## src/rtl/hub75_pkg.sv

```systemverilog
// Shared definitions for the HUB75 scan driver.
//   state_t            : scan FSM states (also visible on the debug port)
//   PANEL_COLS/ROWS    : default panel geometry, ROW_PAIRS = rows driven per half
//   RED/GREEN/OFF      : 3-bit {R,G,B} colour codes for one panel half
package hub75_pkg;

  typedef enum logic [2:0] {
    SNAP    = 3'd0,
    SHIFT   = 3'd1,
    BLANK   = 3'd2,
    LATCH   = 3'd3,
    DISPLAY = 3'd4
  } state_t;

  localparam int PANEL_COLS = 32;
  localparam int PANEL_ROWS = 16;
  localparam int ROW_PAIRS  = PANEL_ROWS / 2;

  localparam logic [2:0] RED   = 3'b100;
  localparam logic [2:0] GREEN = 3'b010;
  localparam logic [2:0] OFF   = 3'b000;

endpackage

```

## src/rtl/hub75_pixel_mux.sv

```systemverilog
// Combinational pixel lookup for one shift slot.
//   bitmap : snapshot, bitmap[c][r]
//   col    : column being shifted
//   row    : row pair; top half uses row, bottom half uses row + ROWS/2
//   rgb    : {R1,G1,B1,R2,G2,B2}
// Set pixels are red; with BORDER_EN the outer frame is green and wins
// over the bitmap. The border test is made per half, so row pair 0 only
// frames its top half and the last row pair only its bottom half.
module hub75_pixel_mux
  import hub75_pkg::*;
#(
  parameter int COLS      = PANEL_COLS,
  parameter int ROWS      = PANEL_ROWS,
  parameter bit BORDER_EN = 1'b1
) (
  input  logic [COLS-1:0][ROWS-1:0]    bitmap,
  input  logic [$clog2(COLS)-1:0]      col,
  input  logic [$clog2(ROWS/2)-1:0]    row,
  output logic [5:0]                   rgb
);

  localparam int CW = $clog2(COLS);
  localparam int AW = $clog2(ROWS);

  logic [AW-1:0] rt;
  logic [AW-1:0] rb;
  logic          edge_col;
  logic          top_border;
  logic          bot_border;
  logic [2:0]    top_px;
  logic [2:0]    bot_px;

  always_comb begin
    rt         = AW'(row);
    rb         = rt + AW'(ROWS / 2);
    edge_col   = (col == '0) || (col == CW'(COLS - 1));
    top_border = BORDER_EN && (edge_col || (rt == '0));
    bot_border = BORDER_EN && (edge_col || (rb == AW'(ROWS - 1)));
    top_px     = bitmap[col][rt] ? RED : OFF;
    bot_px     = bitmap[col][rb] ? RED : OFF;
    if (top_border) top_px = GREEN;
    if (bot_border) bot_px = GREEN;
    rgb = {top_px, bot_px};
  end

endmodule

```

## src/rtl/hub75_scan_driver.sv

```systemverilog
// Scans a COLS x ROWS bitmap onto a HUB75 panel, two row halves at a time.
//   clk, reset_n : system clock, asynchronous active-low reset
//   matrix       : bitmap, matrix[c][r]; sampled only in SNAP
//   rgb          : {R1,G1,B1,R2,G2,B2} for the column being shifted
//   sclk         : shift clock, panel samples on the rising edge
//   lat          : latch pulse, active high
//   oe           : output enable, active low
//   abc          : row-pair address of the pair being displayed
//   frame_done   : one-cycle pulse as the next frame's SNAP begins
//   dbg_state    : current FSM state
// Per row pair: SHIFT (COLS x 2*SCLK_HALF) -> BLANK -> LATCH -> DISPLAY
// (ON_CYCLES). The previous pair stays lit while the next one shifts in.
// A frame starts with one SNAP cycle that freezes the bitmap so a mid-frame
// change cannot tear the picture.
module hub75_scan_driver
  import hub75_pkg::*;
#(
  parameter int COLS      = PANEL_COLS,
  parameter int ROWS      = PANEL_ROWS,
  parameter int SCLK_HALF = 1,
  parameter int ON_CYCLES = 64,
  parameter bit BORDER_EN = 1'b1
) (
  input  logic                         clk,
  input  logic                         reset_n,
  input  logic [COLS-1:0][ROWS-1:0]    matrix,
  output logic [5:0]                   rgb,
  output logic                         sclk,
  output logic                         lat,
  output logic                         oe,
  output logic [$clog2(ROWS/2)-1:0]    abc,
  output logic                         frame_done,
  output state_t                       dbg_state
);

  localparam int CW = $clog2(COLS);
  localparam int RW = $clog2(ROWS / 2);
  localparam int PW = $clog2(SCLK_HALF) + 1;
  localparam int OW = $clog2(ON_CYCLES) + 1;

  localparam logic [PW-1:0] PH_LAST  = PW'(SCLK_HALF - 1);
  localparam logic [OW-1:0] ON_LAST  = OW'(ON_CYCLES - 1);
  localparam logic [CW-1:0] COL_LAST = CW'(COLS - 1);
  localparam logic [RW-1:0] ROW_LAST = RW'(ROWS / 2 - 1);

  state_t                    state;
  logic [RW-1:0]             row;
  logic [CW-1:0]             col;
  logic [PW-1:0]             phase;
  logic [OW-1:0]             on_cnt;
  logic [COLS-1:0][ROWS-1:0] snap;

  // The mux is addressed with the slot about to be entered so rgb can be
  // registered on the same edge that starts the slot's low phase. In SNAP
  // the snapshot is still loading, so the first pixel comes from matrix,
  // which is exactly the value being captured.
  logic [COLS-1:0][ROWS-1:0] pix_src;
  logic [RW-1:0]             pix_row;
  logic [CW-1:0]             pix_col;
  logic [5:0]                pix_rgb;

  always_comb begin
    pix_src = snap;
    pix_row = row;
    pix_col = col + 1'b1;
    case (state)
      SNAP: begin
        pix_src = matrix;
        pix_row = '0;
        pix_col = '0;
      end
      DISPLAY: begin
        pix_row = row + 1'b1;
        pix_col = '0;
      end
      default: ;
    endcase
  end

  hub75_pixel_mux #(
    .COLS      (COLS),
    .ROWS      (ROWS),
    .BORDER_EN (BORDER_EN)
  ) u_pixel_mux (
    .bitmap (pix_src),
    .col    (pix_col),
    .row    (pix_row),
    .rgb    (pix_rgb)
  );

  always_ff @(posedge clk) begin
    if (state == SNAP) snap <= matrix;
  end

  always_ff @(posedge clk or negedge reset_n) begin
    if (!reset_n) begin
      state      <= SNAP;
      row        <= '0;
      col        <= '0;
      phase      <= '0;
      on_cnt     <= '0;
      rgb        <= '0;
      sclk       <= 1'b0;
      lat        <= 1'b0;
      oe         <= 1'b1;
      abc        <= '0;
      frame_done <= 1'b0;
    end else begin
      frame_done <= 1'b0;
      case (state)
        SNAP: begin
          col   <= '0;
          phase <= '0;
          sclk  <= 1'b0;
          rgb   <= pix_rgb;
          state <= SHIFT;
        end

        SHIFT: begin
          if (phase != PH_LAST) begin
            phase <= phase + 1'b1;
          end else begin
            phase <= '0;
            if (!sclk) begin
              sclk <= 1'b1;
            end else if (col == COL_LAST) begin
              sclk  <= 1'b0;
              rgb   <= '0;
              oe    <= 1'b1;
              abc   <= row;
              state <= BLANK;
            end else begin
              col  <= col + 1'b1;
              sclk <= 1'b0;
              rgb  <= pix_rgb;
            end
          end
        end

        BLANK: begin
          lat   <= 1'b1;
          state <= LATCH;
        end

        LATCH: begin
          lat    <= 1'b0;
          oe     <= 1'b0;
          on_cnt <= '0;
          state  <= DISPLAY;
        end

        DISPLAY: begin
          if (on_cnt != ON_LAST) begin
            on_cnt <= on_cnt + 1'b1;
          end else if (row == ROW_LAST) begin
            row        <= '0;
            oe         <= 1'b1;
            frame_done <= 1'b1;
            state      <= SNAP;
          end else begin
            row   <= row + 1'b1;
            col   <= '0;
            phase <= '0;
            sclk  <= 1'b0;
            rgb   <= pix_rgb;
            state <= SHIFT;
          end
        end

        default: state <= SNAP;
      endcase
    end
  end

  assign dbg_state = state;

endmodule
```

## config.mk

```make
export PLATFORM = sky130hd
export DESIGN_NAME = hub75_scan_driver
export DESIGN_NICKNAME = d
export VERILOG_FILES = /design/src/rtl/hub75_pkg.sv /design/src/rtl/hub75_pixel_mux.sv /design/src/rtl/hub75_scan_driver.sv
export SDC_FILE = /design/constraint.sdc
export NUM_CORES = 1
export LEC_CHECK = 0
export BUFFER_PORTS_ARGS = -buffer_cell sky130_fd_sc_hd__buf_4
export CAP_MARGIN = 10
export CORE_UTILIZATION = 45
export CTS_CLUSTER_DIAMETER = 80
export DETAILED_ROUTE_END_ITERATION = 12
export PLACE_DENSITY = 0.7
export SYNTH_ARGS = -nofsm -noshare
export SYNTH_HDL_FRONTEND = slang
export SYNTH_SLANG_ARGS = --single-unit
```

## constraint.sdc

```tcl
create_clock -name clk -period 3.3 [get_ports clk]
set_clock_uncertainty 0.1 [all_clocks]
set_input_delay 0.495 -clock clk [delete_from_list [all_inputs] [get_ports clk]]
set_output_delay 0.495 -clock clk [all_outputs]
set_load 0.05 [all_outputs]
```

# Word level (Yosys, flattened, before mapping)
# Cells that the tools add are included.
dict set report op_classes {
  bitwise_logic 2
  reduce_logical 20
  add_sub_neg 5
  muxes 51
  n_eq_ne 17
  n_lt_le_gt_ge 3
}
# operator n
set ops {}
lappend ops {{two-way mux 512 bit} 1}
lappend ops {{binary-select mux 16 bit (select 5 bit)} 1}
lappend ops {{two-way mux 5 bit} 6}
lappend ops {{two-way mux 6 bit} 5}
lappend ops {{two-way mux 3 bit} 9}
lappend ops {{case mux 6 bit (3 select lines)} 1}
lappend ops {{two-way mux 1 bit} 16}
lappend ops {{two-way mux 16 bit} 1}
lappend ops {{!= test 2 bit, second input constant} 8}
lappend ops {{case mux 3 bit (5 select lines)} 1}
lappend ops {{case mux 5 bit (3 select lines)} 1}
lappend ops {{case mux 7 bit (2 select lines)} 1}
lappend ops {{AND reduction 4 bit} 3}
lappend ops {{AND reduction 6 bit} 2}
lappend ops {{== test 5 bit, second input constant} 2}
lappend ops {{case mux 1 bit (3 select lines)} 3}
lappend ops {{adder 7 x 1 -> 7 bit, second input constant} 1}
lappend ops {{two-way mux 7 bit} 1}
lappend ops {{!= test 7 x 6 -> 1 bit, second input constant} 1}
lappend ops {{== test 3 x 2 -> 1 bit, second input constant} 2}
lappend ops {{== test 3 bit, second input constant} 2}
lappend ops {{logical NOT 3 bit} 2}
lappend ops {{less-than comparator 5 x 6 -> 1 bit, second input constant} 1}
lappend ops {{case mux 3 bit (2 select lines)} 1}
lappend ops {{20 further kinds} 26}
dict set report word_totals {
  out_inout_bits 16
  in_bits 514
  wordCells 141
  reg_bits 544
}

# Depth between registers and ports, before layout
# Gate-level depths: netlist of the first run.
dict set report logic_depth {
  depth_word 13
  depth_mapped 13
}

# Hierarchy
# A second synthesis of the first run with hierarchy kept.
dict set report unflattened {
  hier_cells 1578
  hier_area_um2 22223.8
}
# module area_per_inst_um2 instances seq_area_each_um2 cells_each
set by_module_without_submodules {}
lappend by_module_without_submodules {hub75_scan_driver 18004.8 1 11026.8 1234}
lappend by_module_without_submodules {hub75_pixel_mux 4219.0 1 0.0 344}

# Worst setup path before layout of the first run
# Ideal clock, no wire load.
dict set report synth_path {
  kind {reg-to-reg}
  start {register col[0]}
  end {register rgb[2]}
  path_stages_with_launch 11
  arrival_time_ns 2.623
  setup_slack_ns 0.491
  cell_sequence {dfrtp_1 ha_1 and3_1 ha_1 o21ai_2 nor3b_1 or4_1 nand3_1 a22oi_1 or4_1 o211ai_1}
}
dict set report synth_via {
  elab_chain_len 12
  word_cells_on_any_way 19
}
# item line_no
set synth_lines {}
lappend synth_lines {{from (decl)} hub75_scan_driver.sv:48} ;# logic [CW-1:0] col;
lappend synth_lines {{from (signal assigned)} hub75_scan_driver.sv:133} ;# col <= col + 1'b1;
lappend synth_lines {{adder 5 x 1 -> 5 bit} hub75_scan_driver.sv:65} ;# pix_col = col + 1'b1;
lappend synth_lines {{two-way mux 5 bit} hub75_scan_driver.sv:66} ;# case (state)
lappend synth_lines {{binary-select mux 16 bit (select 5 bit)} hub75_pixel_mux.sv:40} ;# bot_px = bitmap[col][rb] ? RED : OFF;
lappend synth_lines {{two-way mux 16 bit} --}
lappend synth_lines {{binary-select mux 1 bit (select 4 bit)} hub75_pixel_mux.sv:40}
lappend synth_lines {{two-way mux 1 bit (not written as such)} hub75_pixel_mux.sv:40}
lappend synth_lines {{two-way mux 3 bit} hub75_pixel_mux.sv:40}
lappend synth_lines {{two-way mux 3 bit} hub75_pixel_mux.sv:42} ;# if (bot_border) bot_px = GREEN;
lappend synth_lines {{two-way mux 6 bit} hub75_scan_driver.sv:126} ;# end else if (col == COL_LAST) begin
lappend synth_lines {{two-way mux 6 bit} hub75_scan_driver.sv:124} ;# if (!sclk) begin
lappend synth_lines {{two-way mux 6 bit} hub75_scan_driver.sv:120} ;# if (phase != PH_LAST) begin
lappend synth_lines {{case mux 6 bit (3 select lines) (*)} hub75_scan_driver.sv:110} ;# case (state)
lappend synth_lines {{to (signal assigned)} hub75_scan_driver.sv:115} ;# rgb <= pix_rgb;
lappend synth_lines {{to (signal assigned)} hub75_scan_driver.sv:135} ;# rgb <= pix_rgb;
lappend synth_lines {{to (signal assigned)} hub75_scan_driver.sv:165} ;# rgb <= pix_rgb;
lappend synth_lines {{to (decl)} hub75_scan_driver.sv:27} ;# output logic [5:0] rgb,
# Every way passes the cells marked *; elsewhere a longest branch is shown, timed or not. The select of a mux whose other input is x is not followed.
# A chain may end at the register's enable or synchronous reset.

# Worst setup path in the final report of the first run
dict set report layout_path {
  start {register col[0]}
  end {register rgb[5]}
}
dict set report layout_via {
  elab_chain_len 12
  word_cells_on_any_way 19
}
# item line_no
set layout_lines {}
lappend layout_lines {{adder 5 x 1 -> 5 bit} hub75_scan_driver.sv:65}
lappend layout_lines {{two-way mux 5 bit} hub75_scan_driver.sv:66}
lappend layout_lines {{binary-select mux 16 bit (select 5 bit)} hub75_pixel_mux.sv:39} ;# top_px = bitmap[col][rt] ? RED : OFF;
lappend layout_lines {{two-way mux 16 bit (not written as such)} hub75_pixel_mux.sv:39}
lappend layout_lines {{binary-select mux 1 bit (select 3 bit)} hub75_pixel_mux.sv:39}
lappend layout_lines {{two-way mux 1 bit (not written as such)} hub75_pixel_mux.sv:39}
lappend layout_lines {{two-way mux 3 bit} hub75_pixel_mux.sv:39}
lappend layout_lines {{two-way mux 3 bit} hub75_pixel_mux.sv:41} ;# if (top_border) top_px = GREEN;
lappend layout_lines {{two-way mux 6 bit} hub75_scan_driver.sv:126}
lappend layout_lines {{two-way mux 6 bit} hub75_scan_driver.sv:124}
lappend layout_lines {{two-way mux 6 bit} hub75_scan_driver.sv:120}
lappend layout_lines {{case mux 6 bit (3 select lines) (*)} hub75_scan_driver.sv:110}
# Marked as above.

==> results.md, run 1 <==
- The flow ran to the end, and the final reports show no timing, DRC or antenna violations.
- The count of flip-flops with a built-in enable after synthesis is 0.
- The top-area cell type share of the netlist area is 43.8%.
- The critical path launch point is col[0].
- The routed metal-1 wire length is 34.0 mm.
- The die is 215 µm wide.
- Traced cell by cell, the critical path runs through ha_4 > xor2_1 > nand2_2 > buf_4 > nand2_1 > a21oi_1 > a311oi_1 > o311ai_0 > or4_1 > o211ai_1.
- The worst supply voltage drop on vdd is approximately 0.3 mV.
- The number of synthesized register bits is between 400 and 500.
- After floorplanning, the core was divided into 77 placement rows.
- The most common cell in the netlist is sky130_fd_sc_hd__nand2_1.
- The clock drives 477 sinks.
- The final worst-path cycle share is 97.8%.
- In this run the worst path has a maximum fanout of 17.
- The critical path class is register to register.
- Detailed routing inserted a total of 21,500 vias.
- Entering global routing, the biggest net connects 63 pins.
- Power spread over the standard cell area amounts to 460 mW/mm².
- The clock period minus worst slack is about 3200 ps.
- The worst setup path endpoint is rgb[5].
- In this run, distinct cell masters in the synthesized netlist total 80.
- The measured slew at the worst slew-check pin is 1060 ps.
- The congestion estimate from routability-driven global placement came to 0.919.
- The post-route worst hold slack is 9.32 ps.
- The final-report hold violation count is 0.
- The die is roughly 220 µm tall.
- The wire length per cell is 20.7 µm.
- The XOR/XNOR share of the synthesized area is 0.342%.
- The number of non-filler instances in the completed layout is 3,977.
- The core box area is 0.0446 mm².
- The end-of-flow core utilization is between 60% and 70%.
- The overall overflow remaining after global route is 0.
- The final net count is 3,856.
- Measured against its own limit, the worst slew margin works out to 29.1%.
- The cell count after placement is 3,638.
- The number of antenna violations at the first check in global routing came to 7.
- STA classifies the critical path startpoint as a register.
- The type of element capturing the critical path is a register.
- The global-route total usage across every layer is 34.4%.
- During synthesis, Yosys emitted a total of 0 warnings.
- The worst register-to-register path ends at rgb[5].
- Setup repair after global routing left no endpoint under its margin.
- For the worst-skew pair, the clock arrives at the later sink with an insertion delay of between 500 and 600 ps.
- The highest metal layer used by the detailed router is met5.
- In the routed layout, each cell is associated on average with a via count of 5.42.
- The total setup violations reported at the end of the flow is 0.
- The first TritonRoute pass finished after 8 iterations.
- In the synthesized netlist the dominant register cell turns out to be sky130_fd_sc_hd__dfxtp_1.
- Once detail routing completed, the nets flagged for antenna violations numbered 0.
- The number of global-route vias before repair is 21,400.
- Derived from the worst setup path, the maximum achievable clock frequency is 0.310 GHz.
- The slack of the worst reg-to-reg path is between 70 and 80 ps.
- The adder-cell share of the synthesized area is 0.305%.
- The required time of the worst setup path is 3700 ps.
- The maximum root-to-sink buffer count is 3.
- The count of buffers added on input and output ports is 463.
- The area growth from synthesis to layout is 41.9%.
- The post-synthesis sequential area ratio is 47.3%.
- The first global-routing pass estimated 123 mm of wire.
- In this run the cell area of the synthesized design comes to 0.0205 mm².
- The delay contributed by the slowest stage of the critical path is ~530 ps.
- TritonCTS built the clock tree.
- The post-synthesis mux area share is 6.62%.
- The max-cap violation count is 0.
- The number of design rule violations left after detail routing is 0.
- The die footprint is 0.0464 mm².
- The complex-gate fraction of the synthesized area is a little under an eighth.
- Of all cell types, the one taking the most synthesized area is sky130_fd_sc_hd__dfxtp_1.
- The detailed router finished its first iteration with 2,097 violations.
- After synthesis, the cell types taking the most area are sky130_fd_sc_hd__dfxtp_1 (44%), sky130_fd_sc_hd__nand2_1 (24%), sky130_fd_sc_hd__dfrtp_1 (3.4%).
- After clock tree synthesis, the clock-pin slew on the worst setup and hold paths is 60 ps.
- The final wirelength is 82.3 mm.
- In the synthesized netlist, the cells that appear most often are sky130_fd_sc_hd__nand2_1 (1,317), sky130_fd_sc_hd__dfxtp_1 (448), sky130_fd_sc_hd__buf_2 (92), sky130_fd_sc_hd__nor2_1 (88), sky130_fd_sc_hd__clkbuf_1 (77).
- The number of filler cells placed in the layout is between 3,000 and 4,000.
- The depth of the most critical reg-to-reg path is 10.
- The synthesized netlist cell count is about 2,700.
- The synthesized netlist devotes around 29% of its cell area to simple gates.
- The H-tree was split into 2 levels.
- The count of final max-slew check failures is 0.
- Once the floorplan was initialized, standard cells occupied around 46% of the core.
- The number of placed I/O pins is 530.
- On the critical path, the stage with the largest delay is an instance of sky130_fd_sc_hd__or4_1.
- The aggregate negative setup slack is 0 ps.
- The routed design uses between 5 and 6 mm of met3 wire.
- The wire-length estimate of the detail-placed layout is ~58 mm.
- Data arrives at the worst endpoint at 3630 ps.
- The worst hold path belongs to the class input port to register.
- After synthesis, the share of flip-flops with an asynchronous set or reset is 6.08%.
- The worst register-to-register path begins at col[0].
- The number of buffers inserted during clock tree synthesis is 51.
- In the detailed route, the total length drawn on met2 is 38.9 mm.
- The cell leakage power is 13.9 nW.
- Post-CTS timing repair inserted 0 buffers for setup.
- The main combinational cell family by area after synthesis is simple AND/OR/NAND/NOR gates.
- The share of post-route cells with drive strength above 1 is 22.3%.
- In this run the mean area of a mapped cell was 7.68 µm².
- CTS placed an instance of sky130_fd_sc_hd__clkbuf_16 at the clock tree root.
cell usage in the layout, fill, tap and decap left out, types with 10 or more instances in the layout:
master                          Yosys  final
sky130_fd_sc_hd__a211oi_1          14     13
sky130_fd_sc_hd__a21oi_1           43     43
sky130_fd_sc_hd__a221oi_1          27     27
sky130_fd_sc_hd__a31oi_1           23     23
sky130_fd_sc_hd__buf_12             0     20
sky130_fd_sc_hd__buf_4             17    556
sky130_fd_sc_hd__clkbuf_16          0     54
sky130_fd_sc_hd__clkbuf_8           0     12
sky130_fd_sc_hd__clkinv_2           0     16
sky130_fd_sc_hd__dfrtp_1           28     27
sky130_fd_sc_hd__dfxtp_1          448    448
sky130_fd_sc_hd__dlygate4sd3_1      0    238
sky130_fd_sc_hd__inv_1             10     10
sky130_fd_sc_hd__mux2_2            56     56
sky130_fd_sc_hd__mux2i_1           68     68
sky130_fd_sc_hd__nand2_1         1317   1316
sky130_fd_sc_hd__nand3_1           31     31
sky130_fd_sc_hd__nor2_1            88     85
sky130_fd_sc_hd__nor3_1            12     12
sky130_fd_sc_hd__o211ai_1          18     18
sky130_fd_sc_hd__o21ai_0           56     56
sky130_fd_sc_hd__o221ai_1          33     33
sky130_fd_sc_hd__o22ai_1           31     31
layout make-up:
cell class	instances	area [µm²]	share of cell area [%]
clock inverter	22	216	0.744
clock buffer	73	1540	5.31
sequential	477	9700	33.4
multi-input combinational	1981	9850	33.9
tap	592	741	2.55
inverter	10	37.5	0.129
antenna	6	15.0	0.0516
timing repair buffer	816	6980	24.0
sequential cells by signal, indices dropped and copies added, names as in the netlist:
| signal | flops |
|---|---|
| oe | 1 |
| row | 3 |
| lat | 1 |
| rgb | 4 |
| snap | 448 |
| abc | 3 |
| sclk | 1 |
| dbg_state | 3 |
| on_cnt | 7 |
| frame_done | 1 |
| col | 5 |
worst max-delay path, delay by kind of cell, from the launching register on:
kind                     cells  cell delay, ps
flip-flops                   1             510
adder cells (fa/ha/maj)      1             190
buffers and inverters        1             310
AND/OR/NAND/NOR              3             950
AO/OA/AOI/OAI                4             860
XOR/XNOR                     1             220
report_power, final:
group	total [W]	internal [W]	switching, W	leakage [nW]
sequential	0.00621	0.00606	0.000146	4.16
combinational	0.00118	0.000717	0.000460	8.86
clock	0.00598	0.00356	0.00242	0.883
total	0.0134	0.0103	0.00303	13.9
kinds of logic (layout without fill, tap and decap cells):
logic type / after synthesis / in the layout
DFF: 477 / 477
AOI/OAI and AO/OA: 336 / 336
xor gates and xnor gates: 8 / 8
adders and majority gates: 5 / 5
buffers and inverters: 209 / 921
and+or+nand+nor: 1503 / 1503
muxes: 127 / 127
other: 1 / 8
worst min path at each step:
stage	start	to	slack, ps	depth (start not counted)
after CTS	matrix[370]	snap[370]	0.04	3
after global placement	snap[101]	snap[101]	320	2
final	matrix[177]	snap[177]	9	3
after detailed placement	snap[290]	snap[290]	330	2
after floorplan	reset_n	abc[0]	100	0
after global routing	matrix[427]	snap[427]	10	3
metrics by stage:
step | power, W | worst slack [ps] | area (µm²)
after floorplan | 0.00661 | 491 | 20500
after global placement | 0.00721 | 125 | 24900
after detailed placement | 0.00724 | 92.4 | 24900
after CTS | 0.0134 | 55.3 | 29000
after global routing | 0.0137 | 27.0 | 29100
final | 0.0134 | 72.2 | 29100
timing repair:
item,CTS,global route
hold buffers,238,0
resized for setup,0,5
setup endpoints to repair,0,2
endpoints found under the hold margin,265,0
routing by layer:
metal  global-route usage [%]  vias to the layer above
li1                         -                    10100
met1                     44.6                    10100
met2                     57.1                     1069
met3                     4.78                      196
met4                     15.2                        2
met5                        0                        -
(Power assumes the default switching activity.)
==> inputs of run 2 (changes only) <==
--- a/config.mk
+++ b/config.mk
@@ -8,6 +8,7 @@
 export BUFFER_PORTS_ARGS = -buffer_cell sky130_fd_sc_hd__buf_4
 export CAP_MARGIN = 10
 export CORE_UTILIZATION = 45
+export CTS_BUF_LIST = sky130_fd_sc_hd__clkbuf_8
 export CTS_CLUSTER_DIAMETER = 80
 export DETAILED_ROUTE_END_ITERATION = 12
 export PLACE_DENSITY = 0.7
==> run 2 against run 1 <==
Net effect: largest power group unchanged; critical path type unchanged; sequential power is essentially flat; highest routed layer unchanged; routed wire length is 11% higher; count of clock-buffer cells in the layout rose by 35; clock power shrank 5.2%.
==> results.md, run 2 (same netlist as run 1, synthesis figures left out) <==
- Status: complete, no violations (unchanged).
- The clock network latency to the later pin of the worst-skew pair was 660 ps (was 590 ps).
- The combinational cell fraction of total power is 10.7% (was 8.8%).
- The slack of the worst reg-to-reg path came to 80 ps (was 70 ps).
- The count of final max-slew check failures came to 0 (unchanged).
- The delay contributed by the slowest stage of the critical path is 530 ps (about the same).
- The largest delay contributor family on the critical path is simple AND/OR/NAND/NOR gates (unchanged).
- The power spent charging and discharging nets was 0.00322 W (was 0.00303 W).
- The via total after detailed routing is 23,500 (was 21,500).
- The type of element capturing the critical path is a register (unchanged).
- The post-synthesis to final-layout area growth was 51.7% (was 41.9%).
- The maximum root-to-sink buffer count was 3 (unchanged).
- The post-route worst hold slack was 46.4 ps (was 9.32 ps).
- The final-report hold violation count is 0 (unchanged).
- The final worst-path cycle share was 97.6% (was 97.8%).
- The number of antenna violations at the first check in global routing came to 8 (was 7).
- The largest fanout on the critical path is 17 (unchanged).
- The max-cap violation count is 0 (unchanged).
- The post-route antenna net violation count came to 0 (unchanged).
- The number of sinks driven by the clock tree was 477 (unchanged).
- The largest net degree at the start of global routing is 63 (unchanged).
- The leading cell type in the layout, fill and taps excluded is sky130_fd_sc_hd__nand2_1 (unchanged).
- RSZ-0062 raised after global routing: true (was false).
- The measured slew at the worst slew-check pin was 1050 ps (was 1060 ps).
- The net switching share of the total power is 24.2% (was 22.7%).
- The half-perimeter wire length of the detailed placement result is 58.4 mm (unchanged).
- The number of global-route vias before repair is 24,000 (was 21,400).
- The sum of internal, switching and leakage power is 0.0133 W (was 0.0134 W).
- The instance count along the most critical hold path is 3 (unchanged).
- The total setup violations reported at the end of the flow is 0 (unchanged).
- The die footprint is 0.0464 mm² (unchanged).
- The required time of the worst setup path is 3790 ps (was 3700 ps).
- The number of buffers inserted during clock tree synthesis is 81 (was 51).
- The placer's final routability congestion estimate came to 0.919 (unchanged).
- The number of buffer cells added on primary ports is 463 (unchanged).
- The source of the worst hold timing path was matrix[201] (was matrix[177]).
- The cell leakage power is 14.9 nW (was 13.9 nW).
- The number of non-filler instances in the completed layout is 4,234 (was 3,977).
- The iteration-0 DRC count of the detailed router is 2,492 (was 2,097).
- The cell with the biggest individual delay on the critical path is sky130_fd_sc_hd__or4_1 (unchanged).
- The number of placed I/O pins came to 530 (unchanged).
- The clock tree root driver cell is sky130_fd_sc_hd__clkbuf_8 (was sky130_fd_sc_hd__clkbuf_16).
- The share of post-route cells with drive strength above 1 is 21.6% (was 22.3%).
- The number of design rule violations left after detail routing was 0 (unchanged).
- The fraction of power consumed by sequential logic is 46.7% (was 46.4%).
- Cells traversed along the worst timing path: ha_4 > xor2_1 > nand2_2 > buf_4 > nand2_1 > a21oi_1 > a311oi_1 > o311ai_0 > or4_1 > o211ai_1 (unchanged).
- The effective utilization at floorplan is 45.9% (unchanged).
- The critical path startpoint category is a register (unchanged).
- The depth of the most critical reg-to-reg path is 10 (unchanged).
- The internal portion of total power is 0.0101 W (was 0.0103 W).
- The critical path class is register to register (unchanged).
- The cell count after placement is 3,638 (unchanged).
- Commonest cells after routing, fill and taps aside: sky130_fd_sc_hd__nand2_1 (1,316), sky130_fd_sc_hd__buf_4 (560), sky130_fd_sc_hd__dfxtp_1 (448) (was sky130_fd_sc_hd__nand2_1 (1,316), sky130_fd_sc_hd__buf_4 (556), sky130_fd_sc_hd__dfxtp_1 (448)).
- The ratio of routed vias to standard cells is 5.56 (was 5.42).
- The overall overflow remaining after global route is 0 (unchanged).
- The clock edge transition at the registers on the reported setup and hold paths was 60 ps (about the same).
- The clock period minus worst slack was 3220 ps (was 3230 ps).
- The type of the tightest min-delay check was input port to register (unchanged).
- The die height is 215 µm (unchanged).
- The final net count is 4,093 (was 3,856).
- The power density over cell area came to 428 mW/mm² (was 460 mW/mm²).
- The maximum operating frequency was 0.311 GHz (was 0.310 GHz).
- The number of flip-flops under the largest register name is 448 (unchanged).
- The critical path launch point is col[0] (unchanged).
- The horizontal die dimension is 215 µm (unchanged).
- The global-route total usage across every layer is 38.4% (was 34.4%).
- The first-pass iteration count of the detailed router is 6 (was 8).
- The endpoint of the worst-slack reg-to-reg timing path is rgb[5] (unchanged).
- The worst supply voltage drop on vdd came to 0.236 mV (was 0.308 mV).
- The clock network fraction of design power is 42.6% (was 44.8%).
- The core box area came to 0.0446 mm² (unchanged).
- The number of rows in the core area came to 77 (unchanged).
- The largest register by flop count is snap (unchanged).
- The wire length of the first global-routing pass is 137 mm (was 123 mm).
- The wire length per cell came to 21.6 µm (was 20.7 µm).
- The final wirelength is 91.7 mm (was 82.3 mm).
- The clock tree from TritonCTS is yes (unchanged).
- Largest registers in the final layout: snap x448, on_cnt x7, col x5 (unchanged).
- The worst flop-to-flop path startpoint is col[0] (unchanged).
- The end point of the most critical hold path is snap[201] (was snap[177]).
- The arrival time at the worst endpoint is 3710 ps (was 3630 ps).
- The worst max-slew margin expressed relative to the limit is 29.7% (was 29.1%).
- The number of levels in the clock H-tree is 3 (was 2).
- The sum of buffers and inverters on the critical path is 1 (unchanged).
[run 2: changes by cell type in the layout (fill, tap and decap cells not counted), moves of 4 or more]
cell / delta
sky130_fd_sc_hd__clkbuf_16: -54
sky130_fd_sc_hd__clkinv_2: -13
sky130_fd_sc_hd__inv_1: +26
sky130_fd_sc_hd__buf_4: +4
sky130_fd_sc_hd__clkbuf_8: +96
sky130_fd_sc_hd__dlygate4sd3_1: +205
sky130_fd_sc_hd__clkbuf_1: -7
[run 2: final cells by class]
cell class                 count  area (µm²)
timing repair buffer        1023        9040
sequential                   477        9700
fill                        3341       13500
clock buffer                 108        1490
tap                          592         741
clock inverter                35         225
inverter                      10        37.5
multi-input combinational   1981        9840
antenna                        8        20.0
[run 2: metal layers]
| metal | wire [µm] | share of wire, % | track usage [%] | vias to the layer above |
|---|---|---|---|---|
| met4 | 5280 | 5.8 | 22.8 | 4 |
| li1 | - | - | - | 10600 |
| met2 | 42800 | 47 | 62.8 | 1423 |
| met5 | 32 | 0.035 | 0 | - |
| met1 | 35800 | 39 | 46.8 | 11100 |
| met3 | 7730 | 8.4 | 7.77 | 379 |
[run 2: tightest hold or removal path, stage by stage]
cell and delay, ps:
sky130_fd_sc_hd__buf_4 100, sky130_fd_sc_hd__mux2i_1 110, sky130_fd_sc_hd__inv_1 70
[run 2: per-stage QoR]
step	area, µm²	utilization [%]	worst slack, ps	TNS (ps)
after floorplan	20500	-	491	0
after global placement	24900	55.8	125	0
after detailed placement	24900	55.8	92.4	0
after CTS	31000	69.6	62.9	0
after global routing	31100	69.7	-61.0	-61.0
final	31100	69.7	80.7	0
[run 2: timing repair]
action,4_1_cts,5_1_grt
endpoints found under the hold margin,471,0
buffers inserted,0,2
endpoints found under the setup margin,0,2
hold buffers,443,0
resized for setup,0,1
[run 2: how the worst max path moves through the flow]
| stage | to | slack (ps) | cells after the start |
|---|---|---|---|
| 2_1_floorplan | rgb[2] | 490 | 10 |
| 3_3_place_gp | rgb[5] | 130 | 9 |
| 3_5_place_dp | rgb[5] | 90 | 9 |
| 4_1_cts | rgb[5] | 60 | 9 |
| 5_1_grt | rgb[2] | -60 | 9 |
| 6_report | rgb[5] | 80 | 10 |
[run 2: power by group through the flow]
stage / Sequential [W] / Clock (W) / Combinational, W
floorplan: 0.00628 / 0 / 0.000334
global placement: 0.00631 / 0 / 0.000901
detailed placement: 0.00632 / 0 / 0.000915
CTS: 0.00620 / 0.00566 / 0.00135
global route: 0.00623 / 0.00597 / 0.00150
finish: 0.00622 / 0.00567 / 0.00142
